==> src/rtl/y86_pkg.sv <==
// Shared Y86-64 fetch definitions: opcodes, status codes, FSM states and length/format helpers.
package y86_pkg;

  localparam int unsigned IMEM_BYTES = 10;
  localparam int unsigned IMEM_W     = IMEM_BYTES * 8;

  localparam logic [3:0] I_HALT   = 4'h0;
  localparam logic [3:0] I_NOP    = 4'h1;
  localparam logic [3:0] I_RRMOVQ = 4'h2;
  localparam logic [3:0] I_IRMOVQ = 4'h3;
  localparam logic [3:0] I_RMMOVQ = 4'h4;
  localparam logic [3:0] I_MRMOVQ = 4'h5;
  localparam logic [3:0] I_OPQ    = 4'h6;
  localparam logic [3:0] I_JXX    = 4'h7;
  localparam logic [3:0] I_CALL   = 4'h8;
  localparam logic [3:0] I_RET    = 4'h9;
  localparam logic [3:0] I_PUSHQ  = 4'hA;
  localparam logic [3:0] I_POPQ   = 4'hB;

  localparam logic [3:0] REG_NONE = 4'hF;

  // INS is the 2-bit wrap of code 4
  localparam logic [1:0] STAT_INS = 2'd0;
  localparam logic [1:0] STAT_AOK = 2'd1;
  localparam logic [1:0] STAT_HLT = 2'd2;
  localparam logic [1:0] STAT_ADR = 2'd3;

  typedef enum logic [2:0] {
    S_REQ  = 3'd0,
    S_WAIT = 3'd1,
    S_OUT  = 3'd2,
    S_PC   = 3'd3,
    S_HALT = 3'd4
  } fetch_state_e;

  // Instruction length in bytes; illegal opcodes report 1 (caller overrides valP)
  function automatic logic [3:0] instr_len(input logic [3:0] ic);
    case (ic)
      I_HALT, I_NOP, I_RET:                 instr_len = 4'd1;
      I_RRMOVQ, I_OPQ, I_PUSHQ, I_POPQ:     instr_len = 4'd2;
      I_JXX, I_CALL:                        instr_len = 4'd9;
      I_IRMOVQ, I_RMMOVQ, I_MRMOVQ:         instr_len = 4'd10;
      default:                              instr_len = 4'd1;
    endcase
  endfunction

  // True when byte1 carries the rA/rB register specifier
  function automatic logic instr_has_reg(input logic [3:0] ic);
    case (ic)
      I_RRMOVQ, I_IRMOVQ, I_RMMOVQ, I_MRMOVQ,
      I_OPQ, I_PUSHQ, I_POPQ:               instr_has_reg = 1'b1;
      default:                              instr_has_reg = 1'b0;
    endcase
  endfunction

endpackage

==> src/rtl/instr_split.sv <==
// Combinational split of a 10-byte instruction window into Y86-64 fields.
module instr_split
  import y86_pkg::*;
#(
  parameter int unsigned ADDR_W = 64
) (
  input  logic [IMEM_W-1:0] imem_rdata,
  input  logic [ADDR_W-1:0] pc,
  output logic [3:0]        icode,
  output logic [3:0]        ifun,
  output logic [3:0]        rA,
  output logic [3:0]        rB,
  output logic [ADDR_W-1:0] valC,
  output logic [ADDR_W-1:0] valP,
  output logic              need_reg,
  output logic              ins_err
);

  // Field extraction; rA/rB are raw byte1 nibbles, qualified by need_reg upstream
  always_comb begin
    icode    = imem_rdata[7:4];
    ifun     = imem_rdata[3:0];
    rA       = imem_rdata[15:12];
    rB       = imem_rdata[11:8];
    need_reg = instr_has_reg(icode);
    ins_err  = (icode > I_POPQ);
    case (icode)
      I_JXX, I_CALL:                valC = ADDR_W'(imem_rdata[71:8]);
      I_IRMOVQ, I_RMMOVQ, I_MRMOVQ: valC = ADDR_W'(imem_rdata[79:16]);
      default:                      valC = '0;
    endcase
    valP = pc + ADDR_W'(instr_len(icode));
  end

endmodule

==> src/rtl/fetch_stage.sv <==
// Y86-64 SEQ fetch stage: owns the PC, reads imem, registers decoded fields, hands off downstream.
module fetch_stage
  import y86_pkg::*;
#(
  parameter int unsigned       ADDR_W   = 64,
  parameter logic [ADDR_W-1:0] START_PC = '0
) (
  input  logic              clk,
  input  logic              rst_n,
  output logic              imem_req,
  output logic [ADDR_W-1:0] imem_addr,
  input  logic              imem_ack,
  input  logic [IMEM_W-1:0] imem_rdata,
  input  logic              imem_err,
  output logic              out_valid,
  input  logic              out_ready,
  output logic [3:0]        icode,
  output logic [3:0]        ifun,
  output logic [3:0]        rA,
  output logic [3:0]        rB,
  output logic [ADDR_W-1:0] valC,
  output logic [ADDR_W-1:0] valP,
  output logic [ADDR_W-1:0] pc,
  output logic [1:0]        stat,
  input  logic              pc_load,
  input  logic [ADDR_W-1:0] new_pc
);

  fetch_state_e      state_q, state_d;
  logic [ADDR_W-1:0] pc_q, pc_d;
  logic              imem_req_q, imem_req_d;
  logic              out_valid_q, out_valid_d;
  logic [3:0]        icode_q, icode_d, ifun_q, ifun_d;
  logic [3:0]        ra_q, ra_d, rb_q, rb_d;
  logic [ADDR_W-1:0] valc_q, valc_d, valp_q, valp_d;
  logic [1:0]        stat_q, stat_d;

  logic [3:0]        sp_icode, sp_ifun, sp_ra, sp_rb;
  logic [ADDR_W-1:0] sp_valc, sp_valp;
  logic              sp_need_reg, sp_ins_err;

  logic accept, pc_take, ack_take, fetch_ok;

  instr_split #(.ADDR_W(ADDR_W)) u_split (
    .imem_rdata (imem_rdata),
    .pc         (pc_q),
    .icode      (sp_icode),
    .ifun       (sp_ifun),
    .rA         (sp_ra),
    .rB         (sp_rb),
    .valC       (sp_valc),
    .valP       (sp_valp),
    .need_reg   (sp_need_reg),
    .ins_err    (sp_ins_err)
  );

  assign accept   = (state_q == S_OUT) && out_ready;
  assign pc_take  = pc_load && ((state_q == S_PC) || (accept && (stat_q == STAT_AOK)));
  assign ack_take = (state_q == S_WAIT) && imem_ack;
  assign fetch_ok = !imem_err && !sp_ins_err;

  // State register
  always_ff @(posedge clk or negedge rst_n) begin
    if (!rst_n) state_q <= S_REQ;
    else        state_q <= state_d;
  end

  // Next-state; S_REQ leaves only after its request cycle has actually been driven
  always_comb begin
    state_d = state_q;
    case (state_q)
      S_REQ:  if (imem_req_q) state_d = S_WAIT;
      S_WAIT: if (imem_ack)   state_d = S_OUT;
      S_OUT: begin
        if (out_ready) begin
          if (stat_q != STAT_AOK) state_d = S_HALT;
          else if (pc_load)       state_d = S_REQ;
          else                    state_d = S_PC;
        end
      end
      S_PC:   if (pc_load) state_d = S_REQ;
      S_HALT: state_d = S_HALT;
      default: state_d = S_REQ;
    endcase
  end

  // Output/datapath next values: handshake flags follow the next state, fields load on ack
  always_comb begin
    imem_req_d  = (state_d == S_REQ);
    out_valid_d = (state_d == S_OUT);
    pc_d        = pc_q;
    icode_d     = icode_q;
    ifun_d      = ifun_q;
    ra_d        = ra_q;
    rb_d        = rb_q;
    valc_d      = valc_q;
    valp_d      = valp_q;
    stat_d      = stat_q;

    if (pc_take) pc_d = new_pc;

    if (ack_take) begin
      icode_d = sp_icode;
      ifun_d  = sp_ifun;
      ra_d    = sp_need_reg ? sp_ra : REG_NONE;
      rb_d    = sp_need_reg ? sp_rb : REG_NONE;
      valc_d  = fetch_ok ? sp_valc : '0;
      valp_d  = fetch_ok ? sp_valp : pc_q;
      if (imem_err)              stat_d = STAT_ADR;
      else if (sp_ins_err)       stat_d = STAT_INS;
      else if (sp_icode == I_HALT) stat_d = STAT_HLT;
      else                       stat_d = STAT_AOK;
    end
  end

  // PC, handshake and decoded-field registers
  always_ff @(posedge clk or negedge rst_n) begin
    if (!rst_n) begin
      pc_q        <= START_PC;
      imem_req_q  <= 1'b0;
      out_valid_q <= 1'b0;
      icode_q     <= 4'h0;
      ifun_q      <= 4'h0;
      ra_q        <= REG_NONE;
      rb_q        <= REG_NONE;
      valc_q      <= '0;
      valp_q      <= '0;
      stat_q      <= STAT_AOK;
    end else begin
      pc_q        <= pc_d;
      imem_req_q  <= imem_req_d;
      out_valid_q <= out_valid_d;
      icode_q     <= icode_d;
      ifun_q      <= ifun_d;
      ra_q        <= ra_d;
      rb_q        <= rb_d;
      valc_q      <= valc_d;
      valp_q      <= valp_d;
      stat_q      <= stat_d;
    end
  end

  assign imem_req  = imem_req_q;
  assign imem_addr = pc_q;
  assign out_valid = out_valid_q;
  assign icode     = icode_q;
  assign ifun      = ifun_q;
  assign rA        = ra_q;
  assign rB        = rb_q;
  assign valC      = valc_q;
  assign valP      = valp_q;
  assign pc        = pc_q;
  assign stat      = stat_q;

endmodule

==> config.mk <==
export PLATFORM = sky130hd
export DESIGN_NAME = fetch_stage
export DESIGN_NICKNAME = d
export VERILOG_FILES = /design/src/rtl/y86_pkg.sv /design/src/rtl/instr_split.sv /design/src/rtl/fetch_stage.sv
export SDC_FILE = /design/constraint.sdc
export NUM_CORES = 1
export LEC_CHECK = 0
export BUFFER_PORTS_ARGS = -buffer_cell sky130_fd_sc_hd__buf_2
export CELL_PAD_IN_SITES_DETAIL_PLACEMENT = 0
export CELL_PAD_IN_SITES_GLOBAL_PLACEMENT = 2
export CORE_MARGIN = 10
export CORE_UTILIZATION = 29
export DETAILED_ROUTE_END_ITERATION = 8
export GPL_TIMING_DRIVEN = 0
export MAX_ROUTING_LAYER = met4
export PLACE_DENSITY = 0.88
export SLEW_MARGIN = 20
export SYNTH_ARGS = -nofsm -noshare
export SYNTH_HDL_FRONTEND = slang
export SYNTH_SLANG_ARGS = --single-unit
==> constraint.sdc <==
create_clock -name clk -period 2.8 [get_ports clk]
set_input_delay 0 -clock clk [delete_from_list [all_inputs] [get_ports clk]]
set_output_delay 0 -clock clk [all_outputs]
set_load 0.02 [all_outputs]
### After elaboration in Yosys (flattened, before gate mapping)

Memory sizes are Yosys's and may differ from the RTL's.
Index checks and enable logic that the tools add are counted.

| storage, ports and cells | value |
|---|---|
| register bits after elaboration | 215 |
| memory bits (read-only) | 48 |
| word-level logic and storage cells | 60 |
| memories | 1 |

Memories:

| memory | words | width | rd ports | clocked after Yosys merged registers in | write ports | RTL line | source |
|---|---|---|---|---|---|---|---|
| (name not given) | 16 | 3 | 1 | 0 | 0 | y86_pkg.sv:38 | `case (ic)` |

| cells by class | value |
|---|---|
| eq/ne operators | 16 |
| add/sub/neg operators | 1 |
| muxes and demuxes | 16 |
| magnitude comparators | 1 |
| reduce and logical (&&, ||, !) cells | 14 |

Operator list:

| kind | count |
|---|---|
| two-way mux 64 bit | 2 |
| one-hot mux 64 bit (2 select lines) | 1 |
| adder 64 x 4 -> 64 bit | 1 |
| == test 4 x 3 -> 1 bit, second input constant | 4 |
| two-way mux 3 bit | 5 |
| one-hot mux 3 bit (5 select lines) | 1 |
| == test 4 bit, second input constant | 3 |
| == test 3 x 2 -> 1 bit, second input constant | 3 |
| == test 4 x 2 -> 1 bit, second input constant | 2 |
| two-way mux 2 bit | 4 |
| two-way mux 4 bit | 2 |
| OR reduction 7 bit | 1 |
| zero test 3 bit | 2 |
| logical AND 1 bit | 5 |
| > comparator 4 bit, second input constant | 1 |
| zero test 4 bit | 1 |
| == test 3 x 1 -> 1 bit, second input constant | 1 |
| == test 3 bit, second input constant | 1 |
| OR reduction 3 bit | 1 |
| == test 2 x 1 -> 1 bit, second input constant | 1 |
| zero test 1 bit | 2 |
| != test 2 x 1 -> 1 bit, second input constant | 1 |
| OR reduction 2 bit | 1 |
| logical OR 1 bit | 1 |
| two-way mux 1 bit | 1 |

### Longest topological paths before layout

| depth | value |
|---|---|
| depth in word-level cells | 5 |
| mapped depth | 12 |
| depth with buffers taken out | 11 |

### Hierarchy

From an unflattened synthesis, not the netlist that was laid out.

| unflattened totals | value |
|---|---|
| cell total of the unflattened synthesis | 1196 |
| area total of the unflattened synthesis | 11928.9 µm² |

By module, submodules not included:

| module | area an instance (µm²) | cells an instance | instances |
|---|---|---|---|
| fetch_stage | 9581.7 | 860 | 1 |
| instr_split | 2347.3 | 336 | 1 |

### Worst setup path after synthesis

Ideal clock, no wire load.

| timing | value |
|---|---|
| kind | input to register |
| start | in imem_rdata[7] |
| end | reg valp_q[22] (netlist: valP[22]) |
| stages on the path | 12 |
| library setup time | 0.129 ns |
| path slack | 0.078 ns |
| arrival time | 2.593 ns |
| cell sequence | clkbuf_1 -> nor2_1 -> a22oi_1 -> ha_1 -> inv_1 -> fa_1 -> o21bai_1 -> nand3_1 -> buf_6 -> nor4_1 -> xnor2_1 -> o21ai_1 |

| on the way | value |
|---|---|
| cells in the longest elaborated chain, start to end | 4 |
| elaborated cells on any way between the ends | 6 |
| those cells by class | add/sub: 1; order compare: 1; mux: 1; reduce/logical: 2; memory: 1 |

Ends and longest elaborated chain:

| what | RTL line | source |
|---|---|---|
| from (decl) | fetch_stage.sv:13 | `input logic [IMEM_W-1:0] imem_rdata,` |
| branches (longest 3 deep; another with adder 64 x 4 -> 64 bit) | -- |  |
| two-way mux 64 bit (*) | fetch_stage.sv:108 | `valp_d = fetch_ok ? sp_valp : pc_q;` |
| to (signal assigned) | fetch_stage.sv:138 | `valp_q <= valp_d;` |
| to (decl) | fetch_stage.sv:35 | `logic [ADDR_W-1:0] valc_q, valc_d, valp_q, valp_d;` |

Mark *: on every way between the ends.
A chain may end at the register's enable or synchronous reset.

### Worst setup path in the final report

| timing | value |
|---|---|
| start | reg pc_q[0] (netlist: imem_addr[0]) |
| end | reg valp_q[60] (netlist: valP[60]) |

| on the way | value |
|---|---|
| cells in the longest elaborated chain, start to end | 2 |

Ends and longest elaborated chain:

| what | RTL line | source |
|---|---|---|
| from (decl) | fetch_stage.sv:30 | `logic [ADDR_W-1:0] pc_q, pc_d;` |
| from (signal assigned) | fetch_stage.sv:130 | `pc_q <= pc_d;` |
| adder 64 x 4 -> 64 bit | instr_split.sv:32 | `valP = pc + ADDR_W'(instr_len(icode));` |
| two-way mux 64 bit | fetch_stage.sv:108 |  |

Every way passes these cells.

==> qor.json <==
{
  "outcome": {"value": "completed"},
  "floorplan.die.width": {"value": 210, "unit": "µm"},
  "utilization": {"value": 44.9, "unit": "%"},
  "drt-vias-per-instance": {"value": 4.73},
  "crit_path_max_fanout": {"value": 10},
  "setup_slack": {"value": 0.243, "unit": "ns"},
  "clock_sinks": {"value": 215},
  "routedWlPerCell": {"value": 19.6, "unit": "µm"},
  "synth.distinct_cells": {"value": 44},
  "synthesis.area_per_instance": {"value": 10.2, "unit": "µm²"},
  "setup_violations": {"value": 0},
  "top_usage_layer": {"value": "met2"},
  "holdCritPathClass": {"value": "in2reg"},
  "worstSkewPairLatency": {"value": 0.53, "unit": "ns"},
  "port_buffers": {"value": 424},
  "grt_pass1_wl": {"value": 64200, "unit": "µm"},
  "final_min_period_over_clock_period": {"value": 91.3, "unit": "%"},
  "grt_start_max_net_pins": {"value": 96},
  "timing.setup.tns": {"value": 0, "unit": "ns"},
  "final_max_slew_viol_count": {"value": 0},
  "share_comb_of_total_power": {"value": 45.7, "unit": "%"},
  "fill_cells": {"value": 3425},
  "gp_congestion": {"value": 0.857},
  "initial_antenna_violation_count": {"value": 0},
  "drive_above_1_share": {"value": 39.5, "unit": "%"},
  "grt.overflow.total": {"value": 0},
  "globalRouteMet3Util": {"value": 4.23, "unit": "%"},
  "post-route-drc-count": {"value": 0},
  "met2_global_route_usage": {"value": 31.6, "unit": "%"},
  "timing.clock.skew": {"value": 0.0136, "unit": "ns"},
  "design.portCount": {"value": 426},
  "drt_wl_total": {"value": 41900, "unit": "µm"},
  "design.core.area": {"value": 35600, "unit": "µm²"},
  "max-clock-path-buffers": {"value": 3},
  "async_reset_ff_share": {"value": 100, "unit": "%"},
  "cts_made_buffers": {"value": 26},
  "diodes": {"value": 0},
  "cts_root_buf": {"value": "sky130_fd_sc_hd__clkbuf_16"},
  "ys_seq_area_share": {"value": 51.5, "unit": "%"},
  "worst_setup_path_start_kind": {"value": "register"},
  "rows": {"value": 69},
  "die_area": {"value": 44100, "unit": "µm²"},
  "pwr-share-seq": {"value": 33.6, "unit": "%"},
  "power_density": {"value": 1090, "unit": "nW/µm²"},
  "cts.clk_slew.worst_paths": {"value": 0.06, "unit": "ns"},
  "clock_tree_from_tritoncts": {"value": "built"},
  "unrepaired_setup_endpoints_after_global_routing": {"value": "false"},
  "final_antenna_net_count": {"value": 0},
  "post_synth_edffs": {"value": 0},
  "timing_worst_slew_pin_value": {"value": 0.830, "unit": "ns"},
  "netlist_area": {"value": 10500, "unit": "µm²"},
  "die_h": {"value": 210, "unit": "µm"},
  "power.switching_fraction": {"value": 43.4, "unit": "%"},
  "min_period": {"value": 2.56, "unit": "ns"},
  "hpwlAfterDp": {"value": 31300, "unit": "µm"},
  "timing.critical_path.slowest_stage_cell": {"value": "sky130_fd_sc_hd__dfrtp_1"},
  "initial_utilization": {"value": 29.5, "unit": "%"},
  "multiInputGateArea": {"value": 4280, "unit": "µm²"},
  "drt_iter0_drc": {"value": 585},
  "p_leak": {"value": 0.00758, "unit": "µW"},
  "yosysWarnings": {"value": 0},
  "syn-instance-count": {"value": 1029},
  "crit_path_end_kind": {"value": "register"},
  "critPathArrivalTime": {"value": 2.95, "unit": "ns"},
  "power.switching": {"value": 7550, "unit": "µW"},
  "timing.critical_path.cells": {"value": "ha_1 > inv_1 > fa_1 > o21bai_2 > nand3_1 > buf_6 > nor4_2 > xnor2_1 > o21ai_1"},
  "synth_flop_cell": {"value": "sky130_fd_sc_hd__dfrtp_1"},
  "ir_drop": {"value": 0.000913, "unit": "V"},
  "met1_usage": {"value": 22.0, "unit": "%"},
  "cap_violations": {"value": 0},
  "grt_usage": {"value": 18.6, "unit": "%"},
  "placement.setup.worst_slack": {"value": -0.843, "unit": "ns"},
  "finalNetCount": {"value": 1818},
  "seq_area": {"value": 5390, "unit": "µm²"},
  "first_global_vias": {"value": 10800},
  "flow.area_growth_from_synthesis": {"value": 52.5, "unit": "%"},
  "htree_levels": {"value": 1},
  "clockPowerShare": {"value": 20.7, "unit": "%"},
  "placed_cells_incl_taps": {"value": 1916},
  "rel_slew_slack": {"value": 44.7, "unit": "%"},
  "timing.final.hold_violations": {"value": 0},
  "num_vias": {"value": 10100},
  "stdcell_count": {"value": 2143},
  "fmax": {"value": 391, "unit": "MHz"},
  "timing.critical_path.slowest_cell_delay": {"value": 0.43, "unit": "ns"},
  "cp.required": {"value": 3.19, "unit": "ns"},
  "total_power": {"value": 17400, "unit": "µW"},
  "power.internal": {"value": 9860, "unit": "µW"},
  "timing.setup.critical_path_class": {"value": "reg2reg"},
  "postSynthNetCount": {"value": 1183},
  "length_of_the_first_detailed_routing_pass_in_iterations": {"value": 5},
  "ff_latch_count_synth": {"value": 215}
}
## cell families (layout without fill, tap and decap cells)
logic type | Yosys count | count (layout) | synth area share (%)
multiplexers | 66 | 66 | 7.08
XOR/XNOR | 61 | 61 | 5.10
AND/OR/NAND/NOR | 319 | 319 | 15.6
buffers and inverters | 144 | 797 | 7.81
flip-flops | 215 | 215 | 51.5
AO/OA/AOI/OAI | 220 | 220 | 12.4
adder cells (fa/ha/maj) | 4 | 4 | 0.549
## metrics by stage
| stage | hold slack (ns) | area (µm²) |
|---|---|---|
| after global placement | 0.200 | 13200 |
| after CTS | 0.0173 | 16000 |
| after floorplan | -0.296 | 10500 |
| final | 0.0389 | 16000 |
| after global routing | 0.0526 | 16000 |
| after detailed placement | -0.116 | 13200 |
## state kept, by name, indices dropped and copies added, names as in the netlist, 2 cells and up
signal     count
rA             4
imem_addr     64
rB             4
valC          64
icode          4
stat           2
valP          64
ifun           4
state_q        3
## power groups by stage
stage	Clock [µW]	Combinational (µW)	Sequential (µW)
floorplan	0	3430	7060
global placement	0	7740	5860
detailed placement	0	7800	5910
CTS	3690	8070	5870
global route	3810	8620	6070
finish	3600	7960	5850
## routing by layer
layer	up-vias	part of all wire [%]	wire, µm
li1	4789	-	-
met1	4932	42	17500
met2	382	49	20700
met3	44	6.6	2780
met4	0	2.2	913
met5	-	0	0
## worst max-delay path: cells and delay by family, from the launching register on
family,cells,cell delay [ns]
flops,1,0.43
xor+xnor,1,0.16
simple gates,2,0.53
compound gates,2,0.41
buf+inv,2,0.26
fa+ha+maj,2,0.61
## cell usage after synthesis, drive strengths merged (2+ instances only)
cell type,n,area [µm²]
dfrtp,206,5150
nand2,197,739
o21ai,136,681
buf,84,593
a22oi,66,495
mux2,65,732
xnor2,48,420
clkbuf,40,150
nor2,28,108
nor4,23,300
nand3,22,120
inv,20,75.1
nor3,20,150
nand4,15,115
xor2,13,114
dfstp,9,236
a21oi,8,40.0
and3,7,43.8
and4,3,26.3
ha,3,37.5
a21o,2,15.0
a31oi,2,12.5
## layout by cell type, fill, tap and decap left out, types with 8 or more instances in the layout
cell                              n
sky130_fd_sc_hd__buf_2          441
sky130_fd_sc_hd__dfrtp_1        206
sky130_fd_sc_hd__nand2_1        197
sky130_fd_sc_hd__dlygate4sd3_1  179
sky130_fd_sc_hd__o21ai_0        103
sky130_fd_sc_hd__a22oi_1         65
sky130_fd_sc_hd__mux2_2          65
sky130_fd_sc_hd__buf_4           65
sky130_fd_sc_hd__xnor2_1         48
sky130_fd_sc_hd__clkbuf_1        45
sky130_fd_sc_hd__o21ai_1         33
sky130_fd_sc_hd__nor2_1          27
sky130_fd_sc_hd__clkbuf_16       27
sky130_fd_sc_hd__inv_1           20
sky130_fd_sc_hd__nand3_1         20
sky130_fd_sc_hd__nand4_1         13
sky130_fd_sc_hd__nor4_2          13
sky130_fd_sc_hd__xor2_1          13
sky130_fd_sc_hd__nor3_1          10
sky130_fd_sc_hd__nor3_2          10
sky130_fd_sc_hd__dfstp_2          9
sky130_fd_sc_hd__a21oi_1          8
## cell type report
class | instances | share of cell area, %
Inverter | 20 | 0.470
Sequential cell | 215 | 33.7
Tap cell | 461 | 3.61
Multi-Input combinational cell | 670 | 26.8
Buffer | 124 | 4.65
Timing Repair Buffer | 607 | 25.1
Clock inverter | 9 | 0.924
Clock buffer | 37 | 4.78
## path summary, 6_finish.rpt
check                               from  endpoint  slack [ns]  cells past startpoint
setup / recovery            imem_addr[0]  valP[60]        0.24                      9
hold / removal             imem_rdata[7]  icode[3]        0.04                      4
setup reg to reg            imem_addr[0]  valP[60]        0.24                      9
hold reg to reg                    rA[1]     rA[1]        0.45                      2
max in group asynchronous          rst_n   stat[0]        2.24                      3
min in group asynchronous          rst_n  valP[62]        0.05                      3
## repair_timing
| item | CTS | global route |
|---|---|---|
| gates resized for setup | 2 | 0 |
| pin swaps | 0 | 1 |
| setup endpoints to repair | 26 | 16 |
| setup buffers | 0 | 1 |
| endpoints found under the hold margin | 357 | 0 |
| hold buffers | 180 | 0 |
No activity file was read; power rests on OpenSTA's default activity.
